`config.mk`:
```
export PLATFORM = sky130hd
export DESIGN_NAME = mlp_adc_sequencer
export DESIGN_NICKNAME = d
export VERILOG_FILES = /design/src/rtl/mlp_adc_sequencer_pkg.sv /design/src/rtl/mlp_adc_sequencer_counter.sv /design/src/rtl/mlp_adc_sequencer.sv
export SDC_FILE = /design/constraint.sdc
export NUM_CORES = 1
export LEC_CHECK = 0
export ABC_AREA = 0
export BUFFER_PORTS_ARGS = -buffer_cell sky130_fd_sc_hd__buf_2
export CELL_PAD_IN_SITES_DETAIL_PLACEMENT = 1
export CELL_PAD_IN_SITES_GLOBAL_PLACEMENT = 1
export CORE_MARGIN = 4
export CORE_UTILIZATION = 43
export DETAILED_ROUTE_END_ITERATION = 10
export PLACE_DENSITY_LB_ADDON = 0.12
export SLEW_MARGIN = 25
export SYNTH_ARGS = -nofsm -noshare
export SYNTH_HDL_FRONTEND = slang
export SYNTH_SLANG_ARGS = --single-unit
```
`constraint.sdc`:
```
create_clock -name clk -period 2.9 [get_ports clk]
set_clock_uncertainty 0.2 [all_clocks]
set_input_delay 0.29 -clock clk [delete_from_list [all_inputs] [get_ports clk]]
set_output_delay 0.29 -clock clk [all_outputs]
set_load 0.02 [all_outputs]
```
`src/rtl/mlp_adc_sequencer_pkg.sv`:
```
// Shared types and helpers for the printed-MLP ADC front-end sequencer.
// Holds the FSM state encoding, default bus geometry and feature-bus slicing.
package mlp_adc_sequencer_pkg;

    typedef enum logic [1:0] {
        ST_IDLE    = 2'd0,
        ST_SETTLE  = 2'd1,
        ST_CONVERT = 2'd2,
        ST_EVAL    = 2'd3
    } seq_state_e;

    localparam int unsigned N_FEAT_DEF = 32'd6;
    localparam int unsigned FEAT_W_DEF = 32'd4;
    localparam int unsigned CLS_W_DEF  = 32'd2;

    // Bit offset of channel idx inside the packed classifier feature bus
    function automatic int unsigned feat_lsb(input int unsigned idx, input int unsigned feat_w);
        return idx * feat_w;
    endfunction

    function automatic int unsigned max3(input int unsigned a, input int unsigned b,
                                         input int unsigned c);
        int unsigned m;
        m = a;
        if (b > m) begin
            m = b;
        end else begin
            m = m;
        end
        if (c > m) begin
            m = c;
        end else begin
            m = m;
        end
        return m;
    endfunction

endpackage

```
`src/rtl/mlp_adc_sequencer_counter.sv`:
```
// Loadable down counter that times the settle, ADC-timeout and classifier-latency windows.
// One instance is shared because only one of these windows is open in any state.
module ctrl_down_counter #(
    parameter int unsigned CNT_W = 32'd4
) (
    input  logic             clk,
    input  logic             rst,
    input  logic             load,
    input  logic [CNT_W-1:0] value,
    input  logic             en,
    output logic             zero
);

    logic [CNT_W-1:0] cnt_r;

    // Count register: load has priority, decrement stops at zero
    always_ff @(posedge clk) begin
        if (rst) begin
            cnt_r <= {CNT_W{1'b0}};
        end else if (load) begin
            cnt_r <= value;
        end else if (en && (cnt_r != {CNT_W{1'b0}})) begin
            cnt_r <= cnt_r - CNT_W'(1);
        end else begin
            cnt_r <= cnt_r;
        end
    end

    assign zero = (cnt_r == {CNT_W{1'b0}});

endmodule

```
`src/rtl/mlp_adc_sequencer.sv`:
```
// Sequencer that walks one shared ADC over every sensor channel, packs the results into the
// classifier feature bus, waits for the classifier to settle and registers its class.
module mlp_adc_sequencer
    import mlp_adc_sequencer_pkg::*;
#(
    parameter int unsigned N_FEAT     = N_FEAT_DEF,
    parameter int unsigned FEAT_W     = FEAT_W_DEF,
    parameter int unsigned CLS_W      = CLS_W_DEF,
    parameter int unsigned SETTLE_CYC = 32'd2,
    parameter int unsigned CLS_LAT    = 32'd1,
    parameter int unsigned ADC_TMO    = 32'd15
) (
    input  logic                        clk,
    input  logic                        rst,
    input  logic                        start,
    output logic                        busy,
    output logic [$clog2(N_FEAT)-1:0]   adc_ch_sel,
    output logic                        adc_req,
    input  logic                        adc_ack,
    input  logic [FEAT_W-1:0]           adc_data,
    output logic [N_FEAT*FEAT_W-1:0]    feat_vec,
    input  logic [CLS_W-1:0]            cls_in,
    output logic [CLS_W-1:0]            class_out,
    output logic                        valid,
    output logic                        tmo_err
);

    localparam int unsigned CH_W  = $clog2(N_FEAT);
    localparam int unsigned CNT_W = $clog2(max3(SETTLE_CYC, CLS_LAT, ADC_TMO) + 32'd1);

    localparam logic [CH_W-1:0]  CH_LAST   = CH_W'(N_FEAT - 32'd1);
    // Windows last N cycles: load N-1 so the zero flag marks the final cycle
    localparam logic [CNT_W-1:0] SETTLE_LD = CNT_W'(SETTLE_CYC - 32'd1);
    localparam logic [CNT_W-1:0] TMO_LD    = CNT_W'(ADC_TMO - 32'd1);
    localparam logic [CNT_W-1:0] EVAL_LD   = CNT_W'(CLS_LAT - 32'd1);

    seq_state_e       state_r;
    seq_state_e       state_nxt_s;
    logic [CH_W-1:0]  ch_r;
    logic [CH_W-1:0]  ch_nxt_s;
    logic [FEAT_W-1:0] feat_r [N_FEAT];
    logic             busy_r;
    logic             adc_req_r;
    logic             valid_r;
    logic             tmo_err_r;
    logic [CLS_W-1:0] class_r;

    logic             cnt_load_s;
    logic [CNT_W-1:0] cnt_val_s;
    logic             cnt_en_s;
    logic             cnt_zero_s;
    logic             feat_we_s;
    logic             cls_cap_s;
    logic             tmo_set_s;
    logic             tmo_clr_s;

    ctrl_down_counter #(
        .CNT_W (CNT_W)
    ) u_timer (
        .clk   (clk),
        .rst   (rst),
        .load  (cnt_load_s),
        .value (cnt_val_s),
        .en    (cnt_en_s),
        .zero  (cnt_zero_s)
    );

    // State register
    always_ff @(posedge clk) begin
        if (rst) begin
            state_r <= ST_IDLE;
        end else begin
            state_r <= state_nxt_s;
        end
    end

    // Next-state logic; an ack in the final timeout cycle still counts as success
    always_comb begin
        state_nxt_s = state_r;
        case (state_r)
            ST_IDLE: begin
                if (start) begin
                    state_nxt_s = ST_SETTLE;
                end else begin
                    state_nxt_s = ST_IDLE;
                end
            end
            ST_SETTLE: begin
                if (cnt_zero_s) begin
                    state_nxt_s = ST_CONVERT;
                end else begin
                    state_nxt_s = ST_SETTLE;
                end
            end
            ST_CONVERT: begin
                if (adc_ack) begin
                    if (ch_r == CH_LAST) begin
                        state_nxt_s = ST_EVAL;
                    end else begin
                        state_nxt_s = ST_SETTLE;
                    end
                end else if (cnt_zero_s) begin
                    state_nxt_s = ST_IDLE;
                end else begin
                    state_nxt_s = ST_CONVERT;
                end
            end
            ST_EVAL: begin
                if (cnt_zero_s) begin
                    state_nxt_s = ST_IDLE;
                end else begin
                    state_nxt_s = ST_EVAL;
                end
            end
            default: begin
                state_nxt_s = ST_IDLE;
            end
        endcase
    end

    // Output/datapath decode: strobes for the registers and the shared timer
    always_comb begin
        feat_we_s = 1'b0;
        cls_cap_s = 1'b0;
        tmo_set_s = 1'b0;
        tmo_clr_s = 1'b0;
        ch_nxt_s  = ch_r;
        cnt_val_s = {CNT_W{1'b0}};
        case (state_r)
            ST_IDLE: begin
                if (start) begin
                    tmo_clr_s = 1'b1;
                    ch_nxt_s  = {CH_W{1'b0}};
                end else begin
                    ch_nxt_s  = ch_r;
                end
            end
            ST_CONVERT: begin
                if (adc_ack) begin
                    feat_we_s = 1'b1;
                    if (ch_r != CH_LAST) begin
                        ch_nxt_s = ch_r + CH_W'(1);
                    end else begin
                        ch_nxt_s = ch_r;
                    end
                end else if (cnt_zero_s) begin
                    tmo_set_s = 1'b1;
                end else begin
                    tmo_set_s = 1'b0;
                end
            end
            ST_EVAL: begin
                if (cnt_zero_s) begin
                    cls_cap_s = 1'b1;
                end else begin
                    cls_cap_s = 1'b0;
                end
            end
            default: begin
                ch_nxt_s = ch_r;
            end
        endcase

        cnt_load_s = (state_nxt_s != state_r);
        cnt_en_s   = !cnt_load_s && (state_r != ST_IDLE);
        case (state_nxt_s)
            ST_SETTLE:  cnt_val_s = SETTLE_LD;
            ST_CONVERT: cnt_val_s = TMO_LD;
            ST_EVAL:    cnt_val_s = EVAL_LD;
            default:    cnt_val_s = {CNT_W{1'b0}};
        endcase
    end

    // Control and result registers driving the output ports
    always_ff @(posedge clk) begin
        if (rst) begin
            busy_r    <= 1'b0;
            adc_req_r <= 1'b0;
            valid_r   <= 1'b0;
            tmo_err_r <= 1'b0;
            ch_r      <= {CH_W{1'b0}};
            class_r   <= {CLS_W{1'b0}};
        end else begin
            busy_r    <= (state_nxt_s != ST_IDLE);
            adc_req_r <= (state_nxt_s == ST_CONVERT);
            valid_r   <= cls_cap_s;
            ch_r      <= ch_nxt_s;
            if (cls_cap_s) begin
                class_r <= cls_in;
            end else begin
                class_r <= class_r;
            end
            if (tmo_set_s) begin
                tmo_err_r <= 1'b1;
            end else if (tmo_clr_s) begin
                tmo_err_r <= 1'b0;
            end else begin
                tmo_err_r <= tmo_err_r;
            end
        end
    end

    // Feature register file; a channel only changes when its own conversion completes
    always_ff @(posedge clk) begin
        for (int i = 0; i < N_FEAT; i++) begin
            if (rst) begin
                feat_r[i] <= {FEAT_W{1'b0}};
            end else if (feat_we_s && (ch_r == CH_W'(i))) begin
                feat_r[i] <= adc_data;
            end else begin
                feat_r[i] <= feat_r[i];
            end
        end
    end

    for (genvar g = 0; g < N_FEAT; g++) begin : g_pack
        assign feat_vec[feat_lsb(g, FEAT_W) +: FEAT_W] = feat_r[g];
    end

    assign busy       = busy_r;
    assign adc_req    = adc_req_r;
    assign adc_ch_sel = ch_r;
    assign valid      = valid_r;
    assign tmo_err    = tmo_err_r;
    assign class_out  = class_r;

endmodule

```
==> results.yml, run 1 <==
run_status:
  status: "complete, no violations"
clock_tree:
  cts_root_buffer: "clkbuf_8"
  cts_made_buffers: 5
  cts_tree: "built"
  clk_pin_slew_ns: 0.07
  clk_path_buf_depth: 2
  htree_num_levels: 2
  cts_num_sinks: 39
  hold_buffers: 0
  worstSkewPairLatency_ns: 0.28
  ctsResizeCount: 0
  post_cts_buffers: 0
sta:
  rsz0062_at_grt: "false"
  post-route-period-util: 0.787
  fin_setup_tns_ns: 0
  worstMarginPinSlew_ns: 0.671
  report.final.hold_viol_count: 0
  hold_ws_ns: 0.0530
  fin_crit_ns: 2.28
  max-slew-margin-rel: 0.552
  fmax_mhz: 438
  slew_violations: 0
  finalSetupViolations: 0
critical_path:
  end_kind: "flip-flop"
  startpoint: "state_r[1]"
  critical_path_required_ns: 2.69
  path_max_fanout: 17
  start_kind: "flip-flop"
  cp-endpoint: "feat_r[3][0]"
  worstSetupPathType: "flip-flop to flip-flop"
  critPathArrivalTime_ns: 2.07
  rr_worst_depth: 3
  r2r_end: "feat_r[3][0]"
  reg2reg_setup_slack_ns: 0.62
  reg2reg_from: "state_r[1]"
layout:
  layout-drive-gt1-share: 0.272
  post-route-util: 0.554
  n_fill_cell: 439
  area_growth_pct: 21.6
  final_cells: 254
  diodes: 0
  nNetsFinal: 221
routing:
  drt_iter0_drc: 52
  finalWirelength_mm: 3.91
  wl_per_cell_um: 15.4
  drc_errors: 0
  drtPass1Iterations: 4
  ant_nets: 0
  vias: 1340
  viasPerCell: 5.28
yosys:
  ys_seq_area_frac: 0.594
  synth_flop_cell: "edfxtp_1"
  yosysUniqueCellTypes: 36
  synth_edf_count: 24
  synth_seq_cells: 39
  syn_area_mm2: 0.00172
  syn_inst: 162
  ys_warn_count: 0
  syn_avg_cell_area_um2: 10.6
  synth_fp_nets: 178
  async_reset_ff_frac: 0
worst_hold_path:
  hp-start: "cls_in[1]"
  hold_class: "input pin to flip-flop"
power:
  leakagePower_uw: 0.000902
  vdd_drop_max_mv: 0.385
  pwr_density_cell_mw_per_mm2: 730
grt:
  antenna_found_initial: 0
  track_usage: 0.167
  grt_pass1_vias: 1365
  grt_overflow: 0
  grt_pass1_wl_mm: 6.56
  grt_max_degree: 18
place:
  place_inst: 246
  routabilityCongestion: 0.803
  dp_hpwl_mm: 2.94
  portBuffers: 42
flow_run:
  cap_violations: 0
die:
  die_x_um: 71.2
  coreArea_mm2: 0.00377
  row_count: 22
  start_util: 0.456
  ios: 43
  dieArea_mm2: 0.00507
  die_h_um: 71.2
[metrics by stage]
step | area, um^2 | power (uW) | setup slack (ns)
floorplan | 1720 | 926 | 1.11
global placement | 1960 | 996 | 0.734
detailed placement | 1960 | 1010 | 0.633
CTS | 2090 | 1540 | 0.636
global route | 2090 | 1610 | 0.370
finish | 2090 | 1520 | 0.618
[Yosys cell counts, types with 2 or more instances]
| cell type | number | share of area |
|---|---|---|
| nor2_1 | 29 | 0.063 |
| edfxtp_1 | 24 | 0.42 |
| nand2_1 | 16 | 0.035 |
| dfxtp_1 | 15 | 0.17 |
| inv_1 | 11 | 0.024 |
| nand3_1 | 9 | 0.026 |
| a21oi_1 | 8 | 0.023 |
| ha_1 | 6 | 0.044 |
| buf_2 | 4 | 0.012 |
| nand2b_1 | 4 | 0.015 |
| o21ai_1 | 4 | 0.012 |
| nor2b_1 | 3 | 0.011 |
| or3_1 | 3 | 0.011 |
| a31oi_1 | 2 | 0.0073 |
| nor3_1 | 2 | 0.0058 |
| o21bai_1 | 2 | 0.0087 |
[layout by cell type (no fill, tap or decap), types with 4 or more instances in the layout]
cell       n
buf_2     42
nor2_1    29
edfxtp_1  24
nand2_1   16
dfxtp_1   15
inv_1     11
nand3_1    9
a21oi_1    8
ha_1       6
clkbuf_8   5
o21ai_1    4
nand2b_1   4
[worst min path at each step]
| stage | end | slack, ns | depth (start not counted) |
|---|---|---|---|
| 6_report | class_out[1] | 0.05 | 3 |
| 5_1_grt | class_out[1] | 0.06 | 3 |
| 4_1_cts | class_out[1] | 0.04 | 3 |
| 3_5_place_dp | class_out[1] | 0.25 | 2 |
| 3_3_place_gp | class_out[0] | 0.25 | 2 |
| 2_1_floorplan | u_timer.cnt_r[2] | 0.15 | 1 |
[layer usage]
metal,GRT usage,share of wire,vias to the layer above
li1,-,-,648
met1,0.176,0.40,648
met2,0.308,0.53,38
met3,0.0469,0.061,6
met4,0.0689,0.015,0
met5,0,0,-
[logic make-up (layout without fill, tap and decap cells)]
kind of cell / Yosys count / after routing / share of synthesized area
AND/OR/NAND/NOR: 71 / 71 / 0.201
flip-flops: 39 / 39 / 0.594
AO/OA/AOI/OAI: 29 / 29 / 0.119
buffers and inverters: 17 / 61 / 0.0422
adder cells (fa/ha/maj): 6 / 6 / 0.0437
[worst max-delay path: stages, from the launching register on]
cell and delay [ns]:
dfxtp_1 0.63, nor2b_1 0.62, nand3_1 0.31, nand2_1 0.23
[where the power goes]
group | switching (uW) | leakage (uW) | internal [uW]
Sequential | 55.8 | 0.000370 | 635
Combinational | 185 | 0.000467 | 124
Clock | 181 | 0.0000654 | 344
Total | 421 | 0.000902 | 1100
[cell type report]
class	instances	area, um^2	area share
Clock buffer	6	72.6	0.0347
Inverter	11	41.3	0.0198
Clock inverter	2	60.1	0.0287
Multi-Input combinational cell	106	624	0.299
Timing Repair Buffer	42	210	0.101
Tap cell	48	60.1	0.0287
Sequential cell	39	1020	0.489
[state kept, by name, summed over array words and instances, names as in the netlist]
signal	count
feat_r	24
u_timer.cnt_r	4
adc_ch_sel	3
class_out	2
state_r	2
adc_req	1
busy	1
tmo_err	1
valid	1
Power figures use the tool's default switching activity.
==> run 2: changes to the inputs <==
--- a/config.mk
+++ b/config.mk
@@ -10,7 +10,7 @@
 export CELL_PAD_IN_SITES_DETAIL_PLACEMENT = 1
 export CELL_PAD_IN_SITES_GLOBAL_PLACEMENT = 1
 export CORE_MARGIN = 4
-export CORE_UTILIZATION = 43
+export CORE_UTILIZATION = 40
 export DETAILED_ROUTE_END_ITERATION = 10
 export PLACE_DENSITY_LB_ADDON = 0.12
 export SLEW_MARGIN = 25
==> constraint.sdc (replaced) <==
create_clock -name clk -period 2.3 [get_ports clk]
set_clock_uncertainty 0.2 [all_clocks]
set_input_delay 0.23 -clock clk [delete_from_list [all_inputs] [get_ports clk]]
set_output_delay 0.23 -clock clk [all_outputs]
set_load 0.02 [all_outputs]
==> results.yml, run 2 (synthesis gave the netlist of run 1 again) <==
power:
  pwr_density_cell_mw_per_mm2: 817
  vdd_drop_max_mv: 0.318
  leakagePower_uw: 0.000891
  fin_total_pwr_uw: 1690
clock_tree:
  cts_made_buffers: 5
  clk_pin_slew_ns: 0.07
  worstSkewPairLatency_ns: 0.28
  htree_num_levels: 2
  cts_root_buffer: "clkbuf_8"
  cts_tree: "built"
  ctsResizeCount: 0
  cts_num_sinks: 39
  clk_path_buf_depth: 2
layout:
  layout-drive-gt1-share: 0.263
  largest_register_ffs: 24
  n_fill_cell: 493
  nNetsFinal: 224
  post-route-util: 0.506
  multiInputGateArea_um2: 624
  largest_register: "feat_r"
  diodes: 0
  layout_commonest_cell: "buf_2"
  final_cell_mix: "buf_2, nor2_1, edfxtp_1"
  seqCellArea_mm2: 0.00102
  area_growth_pct: 20.3
sta:
  rsz0062_at_grt: "false"
  report.final.hold_viol_count: 0
  max-slew-margin-rel: 0.654
  slew_violations: 0
  worstMarginPinSlew_ns: 0.519
  post-route-period-util: 0.848
  fmax_mhz: 513
  fin_setup_tns_ns: 0
  fin_crit_ns: 1.95
  finalSetupViolations: 0
die:
  die_h_um: 73.5
  coreArea_mm2: 0.00409
  die_x_um: 73.5
  row_count: 23
  ios: 43
  dieArea_mm2: 0.00541
  start_util: 0.420
grt:
  grt_pass1_vias: 1401
  antenna_found_initial: 0
  grt_pass1_wl_mm: 6.77
  grt_max_degree: 18
  track_usage: 0.166
  grt_overflow: 0
routing:
  wl_per_cell_um: 16.1
  finalWirelength_mm: 4.18
  drc_errors: 0
  ant_nets: 0
  viasPerCell: 5.16
  drt_iter0_drc: 42
  drtPass1Iterations: 4
  vias: 1337
flow_run:
  cap_violations: 0
run_status:
  status: "complete, no violations"
place:
  dp_hpwl_mm: 3.16
  portBuffers: 42
  routabilityCongestion: 0.773
worst_hold_path:
  hold_class: "input pin to flip-flop"
critical_path:
  worstSetupPathType: "flip-flop to flip-flop"
  end_kind: "flip-flop"
  path_max_fanout: 17
  reg2reg_setup_slack_ns: 0.35
  start_kind: "flip-flop"
  critical_path_required_ns: 2.08
  critPathArrivalTime_ns: 1.73
-- run 2: cell count changes in the layout (fill, tap and decap cells not counted) --
cell	previous run	this run
bufinv_16	2	0
clkinv_1	0	2
dlygate4sd3_1	0	2
buf_4	0	1
-- run 2: worst paths after layout --
kind / start / endpoint / depth (start not counted)
hold reg to reg: class_out[0] / class_out[0] / 2
setup reg to reg: state_r[1] / feat_r[0][2] / 4
setup / recovery: state_r[1] / feat_r[0][2] / 4
hold / removal: start / tmo_err / 4
-- run 2: area by class of cell --
type                            instances  area share
Clock buffer                            6      0.0351
Clock inverter                          2     0.00363
Inverter                               11      0.0200
Multi-Input combinational cell        106       0.302
Sequential cell                        39       0.494
Tap cell                               50      0.0303
Timing Repair Buffer                   45       0.115
-- run 2: stage by stage --
step,area (um^2),setup slack (ns),hold slack (ns),cells
final,2070,0.349,0.110,259
after detailed placement,1970,0.378,0.249,249
after CTS,2070,0.341,0.102,259
after global placement,1970,0.475,0.245,249
after floorplan,1720,0.510,0.0946,162
after global routing,2070,0.207,0.120,259
-- run 2: layer usage --
metal  routed length [um]  share of wire  up-vias  GRT usage
met5                    0              0        -          0
met1                 1680           0.40      637      0.185
li1                     -              -      656          -
met4                   85          0.020        0     0.0684
met2                 2210           0.53       37      0.305
met3                  203          0.049        7     0.0301
-- run 2: power by group --
group          total (uW)  internal, uW  switching [uW]  leakage (uW)
combinational         394           162             232      0.000480
sequential            871           801            69.9      0.000370
clock                 425           207             218     0.0000403
-- run 2: critical path: stages, from the launching register on --
cell and delay (ns):
dfxtp_1 0.64, nor2b_1 0.20, buf_4 0.18, nand3_1 0.18
nand2_1 0.24
-- run 2: repair_timing --
action | in CTS | in global routing
setup buffers | 0 | 0
hold buffers | 2 | 0
endpoints found under the hold margin | 2 | 0
==> run 3: changes to the inputs <==
--- a/config.mk
+++ b/config.mk
@@ -10,7 +10,7 @@
 export CELL_PAD_IN_SITES_DETAIL_PLACEMENT = 1
 export CELL_PAD_IN_SITES_GLOBAL_PLACEMENT = 1
 export CORE_MARGIN = 4
-export CORE_UTILIZATION = 40
+export CORE_UTILIZATION = 36
 export DETAILED_ROUTE_END_ITERATION = 10
 export PLACE_DENSITY_LB_ADDON = 0.12
 export SLEW_MARGIN = 25
==> constraint.sdc (replaced) <==
create_clock -name clk -period 1.7 [get_ports clk]
set_clock_uncertainty 0.2 [all_clocks]
set_input_delay 0.17 -clock clk [delete_from_list [all_inputs] [get_ports clk]]
set_output_delay 0.17 -clock clk [all_outputs]
set_load 0.02 [all_outputs]
==> results.yml, run 3 (synthesis gave the netlist of run 1 again) <==
place:
  place_area_mm2: 0.00203
  dp_hpwl_mm: 3.22
  place_ws_ns: 0.00444
  routabilityCongestion: 0.849
  portBuffers: 42
critical_path:
  rr_worst_depth: 6
  path_cells: "inv_1 > ha_4 > or3b_4 > o21ai_4 > o221a_1 > nor2_1"
  path_max_fanout: 5
  cp.depth: 6
  critPathArrivalTime_ns: 1.63
  end_kind: "flip-flop"
  r2r_end: "u_timer.cnt_r[0]"
  worstSetupPathType: "flip-flop to flip-flop"
  max_stage_delay_ns: 0.42
  critical_path_required_ns: 1.68
  slowest_stage: "or3b_4"
  reg2reg_setup_slack_ns: 0.06
  reg2reg_from: "u_timer.cnt_r[0]"
  crit_family: "simple AND/OR/NAND/NOR gates"
  crit_buf_inv: 1
  start_kind: "flip-flop"
die:
  coreArea_mm2: 0.00447
  start_util: 0.384
  die_h_um: 77.1
  ios: 43
  row_count: 24
  die_x_um: 77.1
  dieArea_mm2: 0.00594
power:
  leakagePower_uw: 0.000955
  vdd_drop_max_mv: 0.575
  p_sw_uw: 772
  p_seq_frac: 0.442
  p_int_uw: 1830
  pwr_density_cell_mw_per_mm2: 1170
  p_clk_frac: 0.307
  power_frac_comb: 0.251
  switching_share: 0.296
clock_tree:
  cts_root_buffer: "clkbuf_8"
  worstSkewPairLatency_ns: 0.29
  cts_tree: "built"
  cts_made_buffers: 5
  clk_path_buf_depth: 2
  clk_pin_slew_ns: 0.07
  cts_num_sinks: 39
  htree_num_levels: 2
  post_cts_buffers: 0
layout:
  layout-drive-gt1-share: 0.359
  final_cell_mix: "buf_2, nor2_1, edfxtp_1"
  layout_commonest_cell: "buf_2"
  area_growth_pct: 29.4
  fin_area_mm2: 0.00222
  diodes: 0
  largest_register: "feat_r"
  nNetsFinal: 232
  largest_register_ffs: 24
  n_fill_cell: 505
grt:
  antenna_found_initial: 0
  grt_overflow: 0
  track_usage: 0.152
  grt_max_degree: 16
  grt_pass1_vias: 1434
  grt_pass1_wl_mm: 7.20
sta:
  max-slew-margin-rel: 0.676
  fin_crit_ns: 1.64
  fmax_mhz: 608
  report.final.hold_viol_count: 0
  slew_violations: 0
  finalSetupViolations: 0
  post-route-period-util: 0.967
  timing.final.ws_setup_ns: 0.0565
  worstMarginPinSlew_ns: 0.485
run_status:
  status: "complete, no violations"
flow_run:
  cap_violations: 0
routing:
  finalWirelength_mm: 4.28
  drc_errors: 0
  ant_nets: 0
  wl_per_cell_um: 15.9
  drtPass1Iterations: 3
  drt_iter0_drc: 64
  viasPerCell: 5.04
  vias: 1355
worst_hold_path:
  whs_path_depth: 4
  hp-start: "start"
  min_delay_worst_endpoint: "tmo_err"
  hold_class: "input pin to flip-flop"
## run 3: cell count changes in the layout (fill, tap and decap cells not counted), moves of 2 or more
cell      before  now
nand2_2        0    3
buf_4          1    9
clkinv_1       2    0
ha_1           6    4
nand3_2        0    2
nand2_1       16   13
nand3_1        9    7
## run 3: how the worst max path moves through the flow
stage / from / end
2_1_floorplan: adc_ch_sel[1] / adc_ch_sel[2]
3_3_place_gp: u_timer.cnt_r[0] / u_timer.cnt_r[0]
3_5_place_dp: u_timer.cnt_r[0] / u_timer.cnt_r[0]
4_1_cts: u_timer.cnt_r[0] / u_timer.cnt_r[0]
5_1_grt: adc_ch_sel[0] / feat_r[5][3]
6_report: u_timer.cnt_r[0] / u_timer.cnt_r[0]
## run 3: per-stage QoR
stage,cells,util,power [uW],setup TNS (ns),hold slack [ns]
after floorplan,162,-,1580,0,0.0346
after global placement,259,0.454,1750,0,0.229
after detailed placement,259,0.454,1770,0,0.233
after CTS,269,0.485,2580,0,0.0571
after global routing,269,0.497,2750,-0.0362,0.0907
final,269,0.497,2610,0,0.0603
## run 3: power groups by stage
stage / sequential (uW) / clock [uW] / combinational (uW)
2_1_floorplan: 1210 / 0 / 369
3_3_place_gp: 1160 / 0 / 583
3_5_place_dp: 1170 / 0 / 602
4_1_cts: 1150 / 822 / 611
5_1_grt: 1160 / 867 / 717
6_report: 1150 / 799 / 654
## run 3: worst reg2reg max path: stages (launching register included)
cell and delay [ns]:
dfxtp_1 0.34, inv_1 0.10, ha_4 0.15, or3b_4 0.42
o21ai_4 0.10, o221a_1 0.20, nor2_1 0.04
## run 3: metal layers
layer,part of all wire,vias up,GRT usage
met4,0.0093,0,0.0445
met1,0.42,653,0.174
met3,0.043,4,0.0445
met5,0,-,0
met2,0.53,28,0.273
li1,-,670,-
## run 3: what timing repair did
item                                   CTS  global route
hold buffers                             2             0
resized for setup                        1            12
pin swaps                                0             3
endpoints found under the hold margin    2             0
setup endpoints to repair                1            17
## run 3: cell type report
class                   instances  area (um^2)  share of cell area
flip-flops and latches         39         1020               0.460
clock buffers                   6         82.6              0.0372
repair buffers                 53          298               0.134
clock inverters                 2         35.0              0.0158
multi-input cells             106          678               0.305
well taps                      52         65.1              0.0293
inverters                      11         41.3              0.0186
